--- src/rtl/multicycle_sequencer.sv ---
// Multi-cycle RV32I sequencer: steps IF/ID/EX/MEM/WB per instruction class,
// drives datapath strobes, counts retires, and traps on bad opcodes/timeouts.
module multicycle_sequencer #(
  parameter int CNT_W       = 32,
  parameter int MEM_TIMEOUT = 255
) (
  input  logic             CLK,
  input  logic             RSTn,
  input  logic [6:0]       opcode,
  input  logic             halt,
  input  logic             imem_ready,
  input  logic             dmem_ready,
  output logic             imem_req,
  output logic             dmem_req,
  output logic             dmem_we,
  output logic             IRWrite,
  output logic             PCWrite,
  output logic             RegWrite_en,
  output logic [2:0]       state,
  output logic             retire,
  output logic [CNT_W-1:0] inst_count,
  output logic             illegal,
  output logic             bus_err
);

  typedef enum logic [2:0] {
    S_IF   = 3'd0,
    S_ID   = 3'd1,
    S_EX   = 3'd2,
    S_MEM  = 3'd3,
    S_WB   = 3'd4,
    S_HALT = 3'd5,
    S_ERR  = 3'd7
  } state_t;

  typedef enum logic [2:0] {
    C_ALU    = 3'd0,
    C_LOAD   = 3'd1,
    C_STORE  = 3'd2,
    C_BRANCH = 3'd3,
    C_JUMP   = 3'd4,
    C_ILL    = 3'd5
  } cls_t;

  localparam logic [15:0] TMO_LAST = 16'(MEM_TIMEOUT - 1);

  state_t      st_q, st_d;
  cls_t        cls_q, cls_d, dec;
  logic        run_q;
  logic [15:0] wait_q, wait_d;
  logic        ill_d, berr_d;
  logic        ret, tmo, stall;

  always_comb begin
    unique case (opcode)
      7'b0110011,
      7'b0010011,
      7'b0110111,
      7'b0010111: dec = C_ALU;
      7'b0000011: dec = C_LOAD;
      7'b0100011: dec = C_STORE;
      7'b1100011: dec = C_BRANCH;
      7'b1101111,
      7'b1100111: dec = C_JUMP;
      default:    dec = C_ILL;
    endcase
  end

  always_comb begin
    st_d        = st_q;
    cls_d       = cls_q;
    ill_d       = illegal;
    berr_d      = bus_err;
    imem_req    = 1'b0;
    dmem_req    = 1'b0;
    dmem_we     = 1'b0;
    IRWrite     = 1'b0;
    RegWrite_en = 1'b0;
    ret         = 1'b0;
    stall       = 1'b0;
    tmo         = (wait_q == TMO_LAST);
    if (run_q) begin
      unique case (st_q)
        S_IF: begin
          imem_req = 1'b1;
          stall    = !imem_ready;
          if (imem_ready) begin
            IRWrite = 1'b1;
            st_d    = S_ID;
          end else if (tmo) begin
            st_d   = S_ERR;
            berr_d = 1'b1;
          end
        end
        S_ID: begin
          cls_d = dec;
          unique case (dec)
            C_ILL: begin
              st_d  = S_ERR;
              ill_d = 1'b1;
            end
            C_JUMP:  st_d = S_WB;
            default: st_d = S_EX;
          endcase
        end
        S_EX: begin
          unique case (cls_q)
            C_ALU:           st_d = S_WB;
            C_LOAD, C_STORE: st_d = S_MEM;
            C_BRANCH:        ret  = 1'b1;
            default:         st_d = S_ERR;
          endcase
        end
        S_MEM: begin
          dmem_req = 1'b1;
          dmem_we  = (cls_q == C_STORE);
          stall    = !dmem_ready;
          if (dmem_ready) begin
            if (cls_q == C_STORE) ret = 1'b1;
            else                  st_d = S_WB;
          end else if (tmo) begin
            st_d   = S_ERR;
            berr_d = 1'b1;
          end
        end
        S_WB: begin
          RegWrite_en = 1'b1;
          ret         = 1'b1;
        end
        S_HALT: begin
          if (!halt) st_d = S_IF;
        end
        S_ERR:   st_d = S_ERR;
        default: st_d = S_ERR;
      endcase
      // halt is only honoured at the retire boundary
      if (ret) st_d = halt ? S_HALT : S_IF;
    end
  end

  always_comb begin
    wait_d = wait_q;
    if (run_q) begin
      if (st_d != st_q) wait_d = '0;
      else if (stall)   wait_d = wait_q + 16'd1;
    end
  end

  assign PCWrite = ret;
  assign retire  = ret;
  assign state   = st_q;

  always_ff @(posedge CLK or negedge RSTn) begin
    if (!RSTn) begin
      st_q       <= S_IF;
      cls_q      <= C_ALU;
      run_q      <= 1'b0;
      wait_q     <= '0;
      inst_count <= '0;
      illegal    <= 1'b0;
      bus_err    <= 1'b0;
    end else begin
      run_q   <= 1'b1;
      st_q    <= st_d;
      cls_q   <= cls_d;
      wait_q  <= wait_d;
      illegal <= ill_d;
      bus_err <= berr_d;
      if (ret) inst_count <= inst_count + CNT_W'(1);
    end
  end

endmodule

--- config.mk ---
export PLATFORM = sky130hd
export DESIGN_NAME = multicycle_sequencer
export DESIGN_NICKNAME = d
export VERILOG_FILES = /design/src/rtl/multicycle_sequencer.sv
export SDC_FILE = /design/constraint.sdc
export NUM_CORES = 1
export LEC_CHECK = 0
export CORE_ASPECT_RATIO = 0.7
export CORE_MARGIN = 5
export CORE_UTILIZATION = 57
export DETAILED_ROUTE_END_ITERATION = 8
export PLACE_DENSITY = 0.91
export SETUP_SLACK_MARGIN = 0.4
export SLEW_MARGIN = 20
export SYNTH_ARGS = -nofsm -noshare
export SYNTH_HDL_FRONTEND = slang
export SYNTH_SLANG_ARGS = --single-unit
--- constraint.sdc ---
create_clock -name CLK -period 7.7 [get_ports CLK]
set_input_delay 1.54 -clock CLK [delete_from_list [all_inputs] [get_ports CLK]]
set_output_delay 1.54 -clock CLK [all_outputs]
set_load 0.02 [all_outputs]
==> impl_metrics.json <==
{
  "antenna_found_initial": 0,
  "worstHoldEndpoint": "inst_count[31]",
  "cts-root-buf": "clkbuf_8",
  "nets": 400,
  "cts.sinks": 57,
  "synthTopCellsByCount": "dfrtp_1, nand2_1, nor2_1",
  "synth_top_area_cell": "dfrtp_1",
  "grt_max_degree": 58,
  "finClkSkew_ns": 0.00888,
  "fp.dieW_um": 98.4,
  "r2r_slack_ns": 4.50,
  "avgSynthCellArea_um2": 9.54,
  "max-cap-violations": 0,
  "fillCellCount": 401,
  "finalWirelength_um": 7670,
  "ir_drop_uv": 131,
  "rsz0062_at_grt": "false",
  "drt.antenna.violating_nets": 0,
  "ys_ff_latch": 57,
  "power.density_nw_per_um2": 268,
  "syn_area_um2": 3120,
  "synth_area_leaders": "dfrtp_1, xnor2_1, nand2_1",
  "fp.dieH_um": 71.9,
  "worstHoldPathCells": 1,
  "grt_usage": 0.231,
  "drt_iter0_drc": 184,
  "grt_first_pass_wirelength_um": 13200,
  "r2r_end": "wait_q[15]",
  "vias_per_cell": 6.06,
  "setup_viol": 0,
  "place.port_buffers": 55,
  "synth_nets": 342,
  "max_freq_mhz": 203,
  "finalCritPeriodShare": 0.641,
  "first_pass_iters": 5,
  "cts_buffers": 9,
  "r2r-start": "state[0]",
  "worst_pin_slew_ns": 0.715,
  "n_antenna_cell": 0,
  "startpoint_type": "input port",
  "hold_path_class": "flop to flop",
  "async_flop_share": 1.00,
  "area_growth_pct": 25.1,
  "layout-drive-gt1-share": 0.0797,
  "worst_setup_path_end_kind": "output port",
  "synthCells": 327,
  "drc": 0,
  "critPathRequiredTime_ns": 6.16,
  "hold_buffers": 0,
  "core_region_area_um2": 5290,
  "hold_viol": 0,
  "synth.top_cell.area_share": 0.457,
  "path_class": "input port to output port",
  "initial_utilization": 0.590,
  "utilization": 0.738,
  "hp-start": "inst_count[31]",
  "die_area_um2": 7080,
  "path_clk_slew_ns": 0.06,
  "clk_latency_ns": 0.34,
  "relSlewSlack": 0.523,
  "finalMaxSlewViolations": 0,
  "synth_edf_count": 0,
  "cts_resized": 0,
  "cts_tree": "done",
  "vias": 2795,
  "dp_hpwl_um": 5370,
  "synth.yosys.seq_area_share": 0.457,
  "synth_most_common_cell": "dfrtp_1",
  "routedWlPerCell_um": 16.6,
  "h-tree-depth": 3,
  "critPathArrivalTime_ns": 3.39,
  "p_leak_nw": 1.62,
  "fin_crit_ns": 4.93,
  "yosysWarningCount": 0,
  "worst-path-max-fanout": 9,
  "setup_tns_ns": 0,
  "ios": 56,
  "worstRegToRegCells": 8,
  "ctsLongestPathBuffers": 2,
  "fp-row-count": 22,
  "status": "finished clean",
  "synth_flop_cell": "dfrtp_1",
  "grt_pass1_vias": 2801,
  "cts_setup_buffers": 0,
  "grt.overflow.total": 0,
  "place_congestion": 0.877,
  "ys_types": 60
}
flip-flops by register name (all words and copies together), names as in the netlist:
name	flops
inst_count	32
wait_q	16
cls_q	3
state	3
bus_err	1
illegal	1
run_q	1
routing by layer:
metal	global-route usage	vias to the layer above	part of all wire
met2	0.352	137	0.45
met1	0.305	1353	0.44
met4	0.0894	0	0.025
met5	0	-	0
met3	0.0836	21	0.092
li1	-	1284	-
cells in the final DEF, fill, tap and decap left out, types with 4 or more instances in the layout:
cell             synthesis  final
xnor2_1                 24     24
inv_1                    8      8
nand2_1                 33     33
and2_1                   4      4
and4_1                   4      4
nand3b_1                 5      5
o21ai_1                  4      4
dfrtp_1                 57     57
clkbuf_8                 0     10
o21ai_0                 10     10
xor2_1                  10     10
nor2_1                  32     32
o31ai_1                  4      4
nor3_1                  10     10
nand4_1                 12     12
clkdlybuf4s50_1          0     54
and3_1                  11     11
nand3_1                 17     17
nor2b_1                  4      4
a21oi_1                 12     12
nand2b_1                 4      4
where the power goes:
group          leakage (nW)  internal (W)  switching [W]
Sequential            0.770      0.000329      0.0000605
Clock                0.0981      0.000156       0.000124
Combinational         0.751      0.000149       0.000227
Total                  1.62      0.000634       0.000412
stage by stage:
stage / cells / hold WS, ns / setup slack [ns] / instance area, um^2 / power, W
floorplan: 327 / 0.489 / 3.80 / 3120 / 0.000657
global placement: 446 / 0.454 / 2.86 / 3710 / 0.000745
detailed placement: 446 / 0.468 / 2.81 / 3710 / 0.000760
CTS: 461 / 0.481 / 2.79 / 3900 / 0.00104
global route: 461 / 0.493 / 2.62 / 3900 / 0.00111
finish: 461 / 0.475 / 2.77 / 3900 / 0.00105
worst max-delay path, cell delays in order:
cell	delay, ns
clkdlybuf4s50_1	0.50
nand4_1	0.20
a21oi_2	0.45
clkdlybuf4s50_1	0.69
logic make-up (layout without fill, tap and decap cells):
| group | after synthesis | after routing | synth area share |
|---|---|---|---|
| buf+inv | 18 | 80 | 0.0281 |
| xor+xnor | 34 | 34 | 0.0955 |
| compound gates | 60 | 60 | 0.139 |
| flops | 57 | 57 | 0.457 |
| fa+ha+maj | 3 | 3 | 0.0120 |
| other cells | 1 | 1 | 0.00120 |
| mux | 2 | 2 | 0.00722 |
| simple gates | 152 | 152 | 0.260 |
how the worst max path moves through the flow:
stage | startpoint | to | slack, ns
2_1_floorplan | dmem_ready | retire | 3.80
3_3_place_gp | dmem_ready | PCWrite | 2.86
3_5_place_dp | dmem_ready | PCWrite | 2.81
4_1_cts | dmem_ready | PCWrite | 2.79
5_1_grt | dmem_ready | retire | 2.62
6_report | dmem_ready | PCWrite | 2.77
final cells by class:
cell class / instances / area (um^2) / area share
Multi-Input combinational cell: 252 / 1610 / 0.411
Sequential cell: 57 / 1430 / 0.366
Timing Repair Buffer: 56 / 553 / 0.142
Clock buffer: 10 / 138 / 0.0353
Tap cell: 72 / 90.1 / 0.0231
Clock inverter: 5 / 56.3 / 0.0144
Inverter: 9 / 33.8 / 0.00866
Note: power is estimated with default switching activity, not from simulation.
